**config.mk**
```make
export PLATFORM = sky130hd
export DESIGN_NAME = lfsr_stream_gen_flat
export DESIGN_NICKNAME = d
export VERILOG_FILES = /design/src/rtl/lfsr_pkg.sv /design/src/rtl/lfsr_stream_gen_if.sv /design/src/rtl/lfsr_next_state.sv /design/src/rtl/lfsr_stream_gen.sv /design/src/flat_wrapper.sv
export SDC_FILE = /design/constraint.sdc
export NUM_CORES = 1
export LEC_CHECK = 0
export BUFFER_PORTS_ARGS = -buffer_cell sky130_fd_sc_hd__buf_2
export CORE_ASPECT_RATIO = 1.4
export CORE_MARGIN = 8
export CORE_UTILIZATION = 30
export CTS_CLUSTER_SIZE = 24
export DETAILED_ROUTE_END_ITERATION = 8
export MAX_ROUTING_LAYER = met4
export PLACE_DENSITY = 0.56
export SETUP_SLACK_MARGIN = 0.3
export SYNTH_ARGS = -nofsm -noshare
export SYNTH_HDL_FRONTEND = slang
export SYNTH_HIERARCHICAL = 1
export SYNTH_SLANG_ARGS = --single-unit
```
**constraint.sdc**
```tcl
create_clock -name CLK_I -period 1.6 [get_ports CLK_I]
set_input_delay 0.16 -clock CLK_I [delete_from_list [all_inputs] [get_ports CLK_I]]
set_output_delay 0.16 -clock CLK_I [all_outputs]
set_load 0.005 [all_outputs]
```
**src/rtl/lfsr_pkg.sv**
```systemverilog
// -----------------------------------------------------------------------------
// lfsr_pkg
// Shared types for the LFSR stream generator.
//   lfsr_mode_e  : feedback structure (Fibonacci or Galois)
//   lfsr_state_e : control FSM states
// -----------------------------------------------------------------------------
package lfsr_pkg;

    typedef enum logic {
        LFSR_FIB,
        LFSR_GAL
    } lfsr_mode_e;

    typedef enum logic [1:0] {
        ST_IDLE,
        ST_RUN,
        ST_DONE
    } lfsr_state_e;

endpackage : lfsr_pkg

```
**src/rtl/lfsr_stream_gen_if.sv**
```systemverilog
// -----------------------------------------------------------------------------
// lfsr_stream_gen_if
// Control and stream signals of the LFSR stream generator.
// Signal suffixes are relative to the generator.
//   LOAD_I/POLY_I/SEED_I/MODE_I : configuration capture
//   LEN_I/START_I               : run request
//   DATA_O/VALID_O/READY_I      : output stream handshake
//   BUSY_O/DONE_O/LOCK_O        : status
// slave  : the generator side
// master : the controller / consumer side
// -----------------------------------------------------------------------------
interface lfsr_stream_gen_if #(
    parameter int W     = 8,
    parameter int CNT_W = 16
);

    logic             LOAD_I;
    logic [W-1:0]     POLY_I;
    logic [W-1:0]     SEED_I;
    logic             MODE_I;
    logic [CNT_W-1:0] LEN_I;
    logic             START_I;
    logic [W-1:0]     DATA_O;
    logic             VALID_O;
    logic             READY_I;
    logic             BUSY_O;
    logic             DONE_O;
    logic             LOCK_O;

    modport slave (
        input  LOAD_I, POLY_I, SEED_I, MODE_I, LEN_I, START_I, READY_I,
        output DATA_O, VALID_O, BUSY_O, DONE_O, LOCK_O
    );

    modport master (
        output LOAD_I, POLY_I, SEED_I, MODE_I, LEN_I, START_I, READY_I,
        input  DATA_O, VALID_O, BUSY_O, DONE_O, LOCK_O
    );

endinterface : lfsr_stream_gen_if

```
**src/rtl/lfsr_next_state.sv**
```systemverilog
// -----------------------------------------------------------------------------
// lfsr_next_state
// Purely combinational single-step LFSR update.
//   state : current LFSR state
//   poly  : tap mask, bit i = tap on state bit i
//   mode  : LFSR_FIB shifts left and feeds the tap parity into bit 0;
//           LFSR_GAL shifts right and XORs the mask in when bit 0 is set
//   next  : state after one step
// -----------------------------------------------------------------------------
module lfsr_next_state
    import lfsr_pkg::*;
#(
    parameter int W = 8
) (
    input  logic [W-1:0] state,
    input  logic [W-1:0] poly,
    input  lfsr_mode_e   mode,
    output logic [W-1:0] next
);

    always_comb begin
        // NOTE: every combinational output gets a default first so no path
        // through the block can leave it unassigned and infer a latch.
        next = state;
        if (mode == LFSR_GAL) begin
            next = {1'b0, state[W-1:1]} ^ ({W{state[0]}} & poly);
        end else begin
            next = {state[W-2:0], ^(state & poly)};
        end
    end

endmodule : lfsr_next_state

```
**src/rtl/lfsr_stream_gen.sv**
```systemverilog
// -----------------------------------------------------------------------------
// lfsr_stream_gen
// Programmable Fibonacci/Galois LFSR whose successive states are streamed out
// over a valid/ready handshake for a programmable number of beats.
//   CLK_I   : clock, rising edge
//   RST_I   : asynchronous active-high reset
//   bus     : lfsr_stream_gen_if.slave
//             LOAD_I captures POLY_I/SEED_I/MODE_I (IDLE only, wins over START_I)
//             START_I + LEN_I begin a run (IDLE only)
//             DATA_O/VALID_O/READY_I stream the states, first beat = current state
//             BUSY_O high outside IDLE, DONE_O one-cycle pulse after last beat,
//             LOCK_O sticky flag for a START attempted on the all-zero state
// The final state is kept after a run so a later START continues the sequence.
// -----------------------------------------------------------------------------
module lfsr_stream_gen
    import lfsr_pkg::*;
#(
    parameter int W     = 8,
    parameter int CNT_W = 16
) (
    input  logic              CLK_I,
    input  logic              RST_I,
    lfsr_stream_gen_if.slave  bus
);

    lfsr_state_e      fsm_q;
    lfsr_state_e      fsm_d;
    logic [W-1:0]     state_q;
    logic [W-1:0]     poly_q;
    lfsr_mode_e       mode_q;
    logic [CNT_W-1:0] cnt_q;
    logic             lock_q;
    logic [W-1:0]     state_next;

    logic             in_idle;
    logic             load_ok;
    logic             start_ok;
    logic             state_zero;
    logic             beat_fire;
    logic             last_beat;

    lfsr_next_state #(
        .W (W)
    ) u_next (
        .state (state_q),
        .poly  (poly_q),
        .mode  (mode_q),
        .next  (state_next)
    );

    assign in_idle    = (fsm_q == ST_IDLE);
    assign load_ok    = in_idle && bus.LOAD_I;
    // LOAD takes priority over a simultaneous START.
    assign start_ok   = in_idle && bus.START_I && !bus.LOAD_I;
    assign state_zero = (state_q == '0);
    assign beat_fire  = (fsm_q == ST_RUN) && bus.READY_I;
    assign last_beat  = (cnt_q == CNT_W'(1));

    // Next-state logic of the control FSM.
    always_comb begin
        fsm_d = fsm_q;
        case (fsm_q)
            ST_IDLE: begin
                // A START on the all-zero state would stream zeros forever;
                // it is refused here and flagged through LOCK_O instead.
                if (start_ok && !state_zero) begin
                    fsm_d = (bus.LEN_I == '0) ? ST_DONE : ST_RUN;
                end
            end
            ST_RUN: begin
                if (beat_fire && last_beat) begin
                    fsm_d = ST_DONE;
                end
            end
            ST_DONE: begin
                fsm_d = ST_IDLE;
            end
            default: begin
                fsm_d = ST_IDLE;
            end
        endcase
    end

    // NOTE: the reset is in the sensitivity list, so it clears the registers
    // (and hence the outputs) immediately rather than at the next clock edge.
    always_ff @(posedge CLK_I or posedge RST_I) begin
        if (RST_I) begin
            fsm_q <= ST_IDLE;
        end else begin
            // NOTE: sequential state uses non-blocking assignments so every
            // register samples pre-edge values regardless of statement order.
            fsm_q <= fsm_d;
        end
    end

    // Datapath registers: LFSR state, configuration, beat counter, lock flag.
    always_ff @(posedge CLK_I or posedge RST_I) begin
        if (RST_I) begin
            state_q <= '0;
            poly_q  <= '0;
            mode_q  <= LFSR_FIB;
            cnt_q   <= '0;
            lock_q  <= 1'b0;
        end else begin
            if (load_ok) begin
                poly_q  <= bus.POLY_I;
                state_q <= bus.SEED_I;
                mode_q  <= lfsr_mode_e'(bus.MODE_I);
                lock_q  <= 1'b0;
            end else if (start_ok) begin
                if (state_zero) begin
                    lock_q <= 1'b1;
                end else begin
                    cnt_q  <= bus.LEN_I;
                end
            end

            // Only reachable in RUN, where the IDLE-only branches above are
            // inactive, so the two never compete for state_q.
            if (beat_fire) begin
                state_q <= state_next;
                cnt_q   <= cnt_q - CNT_W'(1);
            end
        end
    end

    assign bus.DATA_O  = state_q;
    assign bus.VALID_O = (fsm_q == ST_RUN);
    assign bus.BUSY_O  = !in_idle;
    assign bus.DONE_O  = (fsm_q == ST_DONE);
    assign bus.LOCK_O  = lock_q;

endmodule : lfsr_stream_gen

```
**src/flat_wrapper.sv**
```systemverilog
// flat-port wrapper written by rule: the top's interface ports become plain ports
module lfsr_stream_gen_flat import lfsr_pkg::*;
#(
    parameter int W     = 8,
    parameter int CNT_W = 16
)
  (CLK_I, RST_I, bus_LOAD_I, bus_POLY_I, bus_SEED_I, bus_MODE_I, bus_LEN_I, bus_START_I, bus_READY_I, bus_DATA_O, bus_VALID_O, bus_BUSY_O, bus_DONE_O, bus_LOCK_O);
  lfsr_stream_gen_if #(.W(W), .CNT_W(CNT_W)) bus_i ();
  input  logic CLK_I;
  input  logic RST_I;
  input wire logic [$bits(bus_i.LOAD_I)-1:0] bus_LOAD_I;
  input wire logic [$bits(bus_i.POLY_I)-1:0] bus_POLY_I;
  input wire logic [$bits(bus_i.SEED_I)-1:0] bus_SEED_I;
  input wire logic [$bits(bus_i.MODE_I)-1:0] bus_MODE_I;
  input wire logic [$bits(bus_i.LEN_I)-1:0] bus_LEN_I;
  input wire logic [$bits(bus_i.START_I)-1:0] bus_START_I;
  input wire logic [$bits(bus_i.READY_I)-1:0] bus_READY_I;
  output wire logic [$bits(bus_i.DATA_O)-1:0] bus_DATA_O;
  output wire logic [$bits(bus_i.VALID_O)-1:0] bus_VALID_O;
  output wire logic [$bits(bus_i.BUSY_O)-1:0] bus_BUSY_O;
  output wire logic [$bits(bus_i.DONE_O)-1:0] bus_DONE_O;
  output wire logic [$bits(bus_i.LOCK_O)-1:0] bus_LOCK_O;
  assign bus_i.LOAD_I = bus_LOAD_I;
  assign bus_i.POLY_I = bus_POLY_I;
  assign bus_i.SEED_I = bus_SEED_I;
  assign bus_i.MODE_I = bus_MODE_I;
  assign bus_i.LEN_I = bus_LEN_I;
  assign bus_i.START_I = bus_START_I;
  assign bus_i.READY_I = bus_READY_I;
  assign bus_DATA_O = bus_i.DATA_O;
  assign bus_VALID_O = bus_i.VALID_O;
  assign bus_BUSY_O = bus_i.BUSY_O;
  assign bus_DONE_O = bus_i.DONE_O;
  assign bus_LOCK_O = bus_i.LOCK_O;
  lfsr_stream_gen #(.W(W), .CNT_W(CNT_W)) u_core (.CLK_I(CLK_I), .RST_I(RST_I), .bus(bus_i));
endmodule
```
[Word-level counts from Yosys, hierarchy flattened]
Index checks and enable logic that the tools add are counted.
Word-level totals
  logic and storage cells: 51
  bits of input ports: 38
  register bits after elaboration: 36
  output and inout bits: 12
Operators by class
  add/subtract/negate cells: 1
  eq/ne operators: 7
  bitwise logic cells: 3
  reduce and logical (&&, ||, !) cells: 20
  mux-type cells: 14
Operators with widths (count)
  16-bit two-way mux: 4
  8-bit two-way mux: 3
  8-bit bitwise AND: 2
  16-bit by 1-bit equality test with 1-bit output (second input constant): 1
  16-bit zero test: 1
  16-bit by 1-bit subtractor with 16-bit output (second input constant): 1
  8-bit zero test: 1
  2-bit nonzero test: 4
  8-bit XOR reduction: 1
  7-bit by 8-bit bitwise XOR with 8-bit output: 1
  1-bit logical AND: 6
  2-bit two-way mux: 3
  2-bit inequality test (second input constant): 3
  2-bit case mux with 2 select lines: 1
  2-bit AND reduction: 2
  1-bit zero test: 3
  1-bit two-way mux: 3
  3-bit AND reduction: 1
  2-bit by 1-bit equality test with 1-bit output (second input constant): 1
  2-bit equality test (second input constant): 1
  2-bit zero test: 1
  2-bit by 1-bit inequality test with 1-bit output (second input constant): 1

[Longest topological paths before layout]
Gate-level depths: netlist of run 1.
  depth in word-level cells: 6
  depth in mapped cells: 8
  depth with buffers taken out: 7

[By module]
The synthesis of run 1 kept the hierarchy.
By module, submodules not included
  lfsr_stream_gen: times used 1, sequential area each 900.9 sq um, cells each 218, area an instance 2024.4 sq um
  lfsr_next_state: times used 1, sequential area each 0.0 sq um, cells each 47, area an instance 282.8 sq um

[Worst setup path after synthesis of run 1]
OpenSTA, ideal clock, no wires.
  kind: register to register
  from: register u_core.cnt_q[0]
  to: register u_core.cnt_q[10]
  buffers on the path: 0
  clock period less this slack: 1777 ps
  data required time: 1531 ps
  data arrival time: 1708 ps
  path slack: -177 ps
  stages on the path, launching flop included: 7
  cell sequence: dfrtp_1 -> inv_1 -> ha_1 -> nand4b_1 -> or4_1 -> or3_1 -> nand3_1
On the way
  word-level cells in the longest chain between the ends: 2
RTL lines
  start: declaration: line lfsr_stream_gen.sv:31  | logic [CNT_W-1:0] cnt_q;
  start signal: assignment: line lfsr_stream_gen.sv:114  | cnt_q <= bus.LEN_I;
  start signal: assignment: line lfsr_stream_gen.sv:122  | cnt_q <= cnt_q - CNT_W'(1);
  16-bit by 1-bit subtractor with 16-bit output: line lfsr_stream_gen.sv:122
  16-bit two-way mux: line lfsr_stream_gen.sv:120  | if (beat_fire) begin
Every way passes these cells.
A chain may end at the register's enable or synchronous reset.

[Worst setup path after layout of run 1]
  from: register u_core.state_q[0], in the netlist u_core/bus.DATA_O[0]
  to: register u_core.cnt_q[12]
On the way
  word-level cells in the longest chain between the ends: 3
RTL lines
  start: declaration: line lfsr_stream_gen.sv:28  | logic [W-1:0] state_q;
  start signal: assignment: line lfsr_stream_gen.sv:107  | state_q <= bus.SEED_I;
  start signal: assignment: line lfsr_stream_gen.sv:121  | state_q <= state_next;
  8-bit zero test: line lfsr_stream_gen.sv:55  | assign state_zero = (state_q == '0);
  2-bit inequality test (no line)
  3-bit AND reduction (no line)
Every way passes these cells.

==> flow_metrics.py, run 1 <==
metrics = {
    "yosys": {
        "synth-simple-area-share_pct": 33.2,
        "synth_edf_count": 0,
        "synth_area_leaders": "dfrtp_1 39%, nand2_1 9.1%, nor2_1 3.1%",
        "syn_area_mm2": 0.00231,
        "async_flop_share_pct": 100,
        "synth_top_family_by_area": "simple AND/OR/NAND/NOR gates",
        "ys_seq_area_share_pct": 39.0,
        "yosysTopAreaCell": "dfrtp_1",
        "syn_nets": 305,
        "synth_cell_types": 53,
        "synth_cells": 265,
        "ys_ff_latch": 36,
        "syn_avg_cell_area_um2": 8.71,
        "synthAdderAreaFrac_pct": 1.08,
        "synth-compound-area-share_pct": 14.9,
        "muxShareOfSynthArea_pct": 2.17,
        "yosysTopAreaCellShare_pct": 39.0,
        "synth-main-ff-cell": "dfrtp_1",
        "synth_warnings": 6,
        "synthXorXnorAreaFrac_pct": 4.93,
    },
    "clock_tree": {
        "cts_buffers": 5,
        "cts.sinks": 36,
        "cts_root_buf": "clkbuf_8",
        "h-tree-depth": 2,
        "clock_latency_ns": 0.29,
        "tritoncts": "yes",
        "clock_path_buffers": 2,
        "clk_pin_slew_ns": 0.08,
    },
    "route": {
        "drc": 0,
        "avgRoutedWirePerCell_um": 17.1,
        "antenna_left": 0,
        "drt_iter0_markers": 115,
        "drt_wl_total_um": 8420,
        "dr.pass1.iters": 4,
        "dr_total_vias": 2546,
        "via_per_inst": 5.16,
    },
    "min_path": {
        "hp-class": "primary input to register",
        "hold-path-cell-count": 3,
        "hp-start": "bus_MODE_I",
        "min_to": "u_core/mode_q",
    },
    "sta": {
        "min_period_ns": 1.82,
        "fin_crit_sh_pct": 114,
        "clock.fmax_mhz": 548,
        "rsz0062_at_grt": "true",
        "setup_ws_ns": -0.224,
        "maxSlewViolCount": 0,
        "fin_skew_ns": 0.00936,
        "hold_violations": 0,
        "worst_pin_slew_ns": 0.528,
        "slew_headroom_pct": 64.8,
        "setup_viol": 18,
    },
    "cells_and_area": {
        "num-nets-final": 432,
        "syn2layout_area_growth_pct": 63.9,
        "drive_gt1_share_pct": 52.4,
        "antenna_cells": 0,
    },
    "setup_path": {
        "r2r-end": "u_core/cnt_q[12]",
        "reg2reg_slack_ns": -0.22,
        "cp_max_fo": 8,
        "cp_slowest_cell": "or4_4",
        "crit_type": "register to register",
        "max_stage_delay_ns": 0.58,
        "cp.required_ns": 1.80,
        "start_kind": "register",
        "reg2reg_from": "u_core/bus.DATA_O[0]",
        "reg2reg_depth": 6,
        "cp_data_arrival_time_ns": 2.03,
        "cp-end-kind": "register",
        "cp_cell_sequence": "or4_4 > o21ai_4 > buf_12 > buf_4 > nor2_1 > a211oi_1",
    },
    "global_routing": {
        "grt_pass1_wl_um": 13000,
        "overflow": 0,
        "grt_max_degree": 37,
        "antenna_found_initial": 0,
        "grt.total_usage_pct": 15.3,
        "first_global_vias": 2599,
    },
    "pwr": {
        "irDropWorstVdd_mv": 0.730,
        "power_density_mw_per_mm2": 1510,
        "total_power_mw": 5.73,
        "p_leak_nw": 1.76,
    },
    "floorplanning": {
        "die-width_um": 90.1,
        "start_util_pct": 30.3,
        "dieHeight_um": 120,
        "coreArea_mm2": 0.00761,
        "die-area_mm2": 0.0108,
        "ios": 50,
        "row_count": 38,
    },
    "place": {
        "dpl_worst_slack_ns": -0.266,
        "io_buffers": 49,
        "gp_congestion": 0.853,
        "dp_hpwl_um": 5750,
    },
    "run": {
        "max_cap_violations": 0,
    },
    "outcome": {
        "violations": "setup timing",
        "outcome": "finished, violations left",
    },
}
-- metal layers --
layer  track usage (%)  share of wire (%)  up-vias
li1                  -                  -     1208
met1              16.5                 41     1225
met2              27.0                 51       94
met3              3.06                5.3       19
met4              5.85                2.5        0
met5                 -                  0        -
-- area by class of cell --
type,instances,area [µm²]
inverters,9,33.8
clock inverters,2,35.0
well taps,100,125
flip-flops and latches,36,901
repair buffers,132,1040
clock buffers,6,72.6
multi-input cells,208,1570
fillers,730,3820
-- cell families after synthesis --
| group | count (synthesis) |
|---|---|
| and+or+nand+nor | 138 |
| AOI/OAI and AO/OA | 49 |
| DFF | 36 |
| buffers and inverters | 22 |
| xor gates and xnor gates | 13 |
| muxes | 5 |
| adders and majority gates | 2 |
-- Yosys cell counts (all sizes together), types with 3 or more instances --
master  instances
inv             9
nor4           11
xnor2           6
or4             5
nand2          59
buf             7
a22oi           6
dfrtp          36
xor2            7
o22ai           3
nor4b           3
nor3           12
nand3           8
a211oi          5
a21oi          13
clkbuf          6
nand4           3
mux2i           5
o21ai           5
o211ai          5
nor2           19
nand2b          4
-- layout by cell type, fill, tap and decap left out, drive strengths merged, types with 7 or more instances in the layout --
| master | instances |
|---|---|
| nand3 | 8 |
| clkbuf | 8 |
| dfrtp | 36 |
| nor3 | 12 |
| a21oi | 13 |
| xor2 | 7 |
| nor4 | 11 |
| nor2 | 19 |
| buf | 129 |
| inv | 9 |
| nand2 | 59 |
-- flip-flops by register name, summed over array words and instances, names as in the netlist --
name and count:
u_core/bus.DATA_O 8, u_core/bus.LOCK_O 1, u_core/cnt_q 16, u_core/fsm_q 2, u_core/mode_q 1, u_core/poly_q 8
-- report_power, final --
group          internal, mW  switching [mW]  leakage, nW
registers              1.27           0.363        0.425
clock network         0.463           0.340       0.0552
logic                  1.68            1.60         1.28
total                  3.42            2.30         1.76
-- stage by stage --
stage / hold WS, ns / cell area (µm²) / std cells / util [%] / setup TNS (ns)
floorplan: 0.265 / 2360 / 265 / - / -1.49
global placement: 0.298 / 3050 / 453 / 40.1 / -2.43
detailed placement: 0.302 / 3050 / 453 / 40.1 / -3.03
CTS: 0.0434 / 3430 / 475 / 45.1 / -1.86
global route: 0.0566 / 3780 / 493 / 49.7 / -4.40
finish: 0.0647 / 3780 / 493 / 49.7 / -2.88
-- how the worst max path moves through the flow --
stage / startpoint / to / slack, ns / depth (start not counted)
2_1_floorplan: u_core/cnt_q[2] / u_core/cnt_q[13] / -0.16 / 4
3_3_place_gp: u_core/cnt_q[2] / u_core/cnt_q[8] / -0.22 / 6
3_5_place_dp: u_core/cnt_q[2] / u_core/cnt_q[8] / -0.27 / 6
4_1_cts: u_core/cnt_q[8] / u_core/fsm_q[0] / -0.19 / 5
5_1_grt: u_core/cnt_q[10] / u_core/fsm_q[0] / -0.29 / 5
6_report: u_core/bus.DATA_O[0] / u_core/cnt_q[12] / -0.22 / 6
-- worst max-delay path, delay by kind of cell (launching register included) --
kind            cells  cell delay, ns
compound gates      2            0.43
simple gates        2            0.63
buf+inv             2            0.29
flops               1            0.38
-- what timing repair did --
| item | in CTS | in global routing |
|---|---|---|
| setup buffers | 12 | 15 |
| cloned | 1 | 3 |
| resized for setup | 47 | 45 |
| pin swaps | 24 | 37 |
| endpoints found under the hold margin | 36 | 0 |
| setup endpoints to repair | 38 | 39 |
| hold buffers | 1 | 0 |
Power figures use the tool's default switching activity.
==> inputs of run 2 (changes only) <==
--- a/config.mk
+++ b/config.mk
@@ -5,6 +5,7 @@
 export SDC_FILE = /design/constraint.sdc
 export NUM_CORES = 1
 export LEC_CHECK = 0
+export ABC_AREA = 1
 export BUFFER_PORTS_ARGS = -buffer_cell sky130_fd_sc_hd__buf_2
 export CORE_ASPECT_RATIO = 1.4
 export CORE_MARGIN = 8
@@ -12,7 +13,7 @@
 export CTS_CLUSTER_SIZE = 24
 export DETAILED_ROUTE_END_ITERATION = 8
 export MAX_ROUTING_LAYER = met4
-export PLACE_DENSITY = 0.56
+export PLACE_DENSITY = 0.55
 export SETUP_SLACK_MARGIN = 0.3
 export SYNTH_ARGS = -nofsm -noshare
 export SYNTH_HDL_FRONTEND = slang
==> flow_metrics.py, run 2 <==
metrics = {
    "sta": {
        "fin_skew_ns": 0.00561,
        "slew_headroom_pct": 66.4,
        "hold_violations": 17,
        "min_period_ns": 1.40,
        "worst_pin_slew_ns": 0.504,
        "rsz0062_at_grt": "true",
        "setup_ws_ns": 0.201,
        "clock.fmax_mhz": 715,
        "hold_slack_ns": -0.0124,
        "maxSlewViolCount": 0,
        "setup_viol": 0,
        "fin_crit_sh_pct": 87.5,
        "setup_tns_ns": 0,
    },
    "setup_path": {
        "path_buf_inv": 3,
        "cp.required_ns": 1.77,
        "crit_top_cell": "buf_6",
        "max_stage_delay_ns": 0.44,
        "cp-end-kind": "register",
        "cp_max_fo": 5,
        "crit_type": "register to register",
        "cp_top_family": "simple AND/OR/NAND/NOR gates",
        "cp_data_arrival_time_ns": 1.57,
        "reg2reg_from": "u_core/fsm_q[0]",
        "cp_slowest_cell": "dfrtp_2",
        "startpoint": "u_core/fsm_q[0]",
        "start_kind": "register",
        "cp_cell_sequence": "buf_6 > nand2_4 > nor2_4 > buf_6 > clkbuf_16 > or2_4 > nand3_2 > nand2_1",
    },
    "yosys": {
        "synth_cell_types": 29,
        "syn_avg_cell_area_um2": 6.30,
        "yosysTopAreaCellShare_pct": 34.5,
        "synth_cells": 415,
        "synth_edf_count": 0,
        "yosysTopAreaCell": "dfrtp_1",
        "ys_ff_latch": 36,
        "synth_area_leaders": "dfrtp_1 34%, nand2_1 26%, nor2_1 7.5%",
        "ys_seq_area_share_pct": 34.5,
        "syn_area_mm2": 0.00261,
        "async_flop_share_pct": 100,
        "synth_warnings": 6,
        "synth-main-ff-cell": "dfrtp_1",
        "yosysMostFrequentCell": "nand2_1",
        "synthTopCellsByCount": "181 x nand2_1, 52 x nor2_1, 40 x inv_1",
        "syn_nets": 455,
    },
    "run": {
        "max_cap_violations": 0,
    },
    "clock_tree": {
        "clock_latency_ns": 0.28,
        "clock_path_buffers": 2,
        "holdBufCountCts": 0,
        "cts_root_buf": "clkbuf_16",
        "cts.sinks": 36,
        "tritoncts": "yes",
        "h-tree-depth": 2,
        "cts_buffers": 5,
        "clk_pin_slew_ns": 0.06,
    },
    "place": {
        "dp_hpwl_um": 5650,
        "dp.cells": 575,
        "dpl_worst_slack_ns": 0.100,
        "io_buffers": 49,
        "gp_congestion": 0.863,
    },
    "floorplanning": {
        "die-area_mm2": 0.0120,
        "dieHeight_um": 126,
        "row_count": 40,
        "coreArea_mm2": 0.00851,
        "ios": 50,
        "start_util_pct": 30.7,
        "die-width_um": 94.9,
    },
    "pwr": {
        "clkPwrFrac_pct": 13.6,
        "total_power_mw": 7.67,
        "power.internal_mw": 4.14,
        "irDropWorstVdd_mv": 0.888,
        "p_leak_nw": 2.02,
        "pwr-share-comb_pct": 62.0,
        "power_frac_seq_pct": 24.4,
        "power_switching_mw": 3.53,
        "netSwitchingFraction_pct": 46.0,
        "power_density_mw_per_mm2": 2010,
    },
    "route": {
        "drt_iter0_markers": 147,
        "avgRoutedWirePerCell_um": 13.6,
        "via_per_inst": 4.69,
        "drc": 0,
        "drt_wl_total_um": 8370,
        "dr_total_vias": 2886,
        "dr.pass1.iters": 4,
        "antenna_left": 0,
    },
    "cells_and_area": {
        "top_register": "u_core/cnt_q",
        "final_common_cell": "nand2_1",
        "fin_cells": 616,
        "largest_reg_flops": 16,
        "antenna_cells": 0,
        "syn2layout_area_growth_pct": 45.9,
        "layout_common_cells": "160 x nand2_1, 49 x buf_2, 34 x inv_1",
        "drive_gt1_share_pct": 36.6,
        "num-nets-final": 551,
    },
    "global_routing": {
        "grt_max_degree": 37,
        "grt_pass1_wl_um": 13200,
        "overflow": 0,
        "antenna_found_initial": 0,
        "grt.total_usage_pct": 14.1,
        "first_global_vias": 2874,
    },
    "outcome": {
        "violations": "hold timing",
        "outcome": "finished, violations left",
    },
    "min_path": {
        "hp-class": "primary input to async pin",
    },
}
run 2: cell types whose count changed in the layout (fill, tap and decap cells not counted), moves of 9 or more:
cell / change
nand2_2: +9
nand3_1: +26
buf_4: -22
buf_6: -15
nor2_2: +15
inv_1: +28
nand2_1: +122
o21ai_0: +10
nor2_1: +17
a21oi_1: -9
run 2: layer usage:
metal | vias to the layer above | GRT usage, % | routed length, µm
li1 | 1465 | - | -
met1 | 1346 | 15.0 | 3390
met2 | 66 | 25.0 | 4550
met3 | 9 | 2.54 | 312
met4 | 0 | 5.54 | 112
met5 | - | - | 0
run 2: cells by family (layout without fill, tap and decap cells):
kind of cell,after synthesis,in the layout,share of synthesized area [%]
AO/OA/AOI/OAI,28,28,6.23
XOR/XNOR,9,9,3.02
adder cells (fa/ha/maj),2,2,0.958
buffers and inverters,53,146,9.20
flip-flops,36,36,34.5
AND/OR/NAND/NOR,287,290,46.1
run 2: worst min-delay path, cell delays in order:
cell	delay [ns]
buf_2	0.09
inv_1	0.04
buf_4	0.42
run 2: path summary, 6_finish.rpt:
kind | slack [ns] | cells after the start | end
min in group CLK_I | 0.07 | 3 | u_core/poly_q[3]
worst max register to register | 0.20 | 8 | u_core/cnt_q[7]
worst min register to register | 0.50 | 2 | u_core/bus.LOCK_O
worst min-delay path | -0.01 | 3 | u_core/poly_q[3]
max in group asynchronous | 1.23 | 3 | u_core/fsm_q[1]
worst max-delay path | 0.20 | 8 | u_core/cnt_q[7]
run 2: through the flow:
stage | instance area [µm²] | hold slack (ns) | utilization (%)
after detailed placement | 3050 | 0.308 | 35.9
final | 3810 | -0.0124 | 44.8
after global placement | 3050 | 0.304 | 35.9
after floorplan | 2620 | 0.270 | -
after global routing | 3810 | 0.0348 | 44.8
after CTS | 3480 | 0.00653 | 40.9
run 2: power groups by stage:
stage	Combinational, mW	Sequential [mW]	Clock [mW]
floorplan	2.38	1.79	0
global placement	3.30	1.82	0
detailed placement	3.35	1.83	0
CTS	4.06	1.81	1.06
global route	5.27	1.93	1.10
finish	4.75	1.87	1.04
run 2: final cells by class:
class | instances | area, µm²
clock buffers | 7 | 153
fillers | 881 | 4700
inverters | 43 | 174
multi-input cells | 329 | 1730
flip-flops and latches | 36 | 908
well taps | 105 | 131
repair buffers | 95 | 707
repair inverters | 1 | 11.3
run 2: timing repair:
item	4_1_cts	5_1_grt
resized for setup	41	59
buffers inserted	19	9
endpoints found under the setup margin	19	28
cloned	3	3
pin swaps	16	25
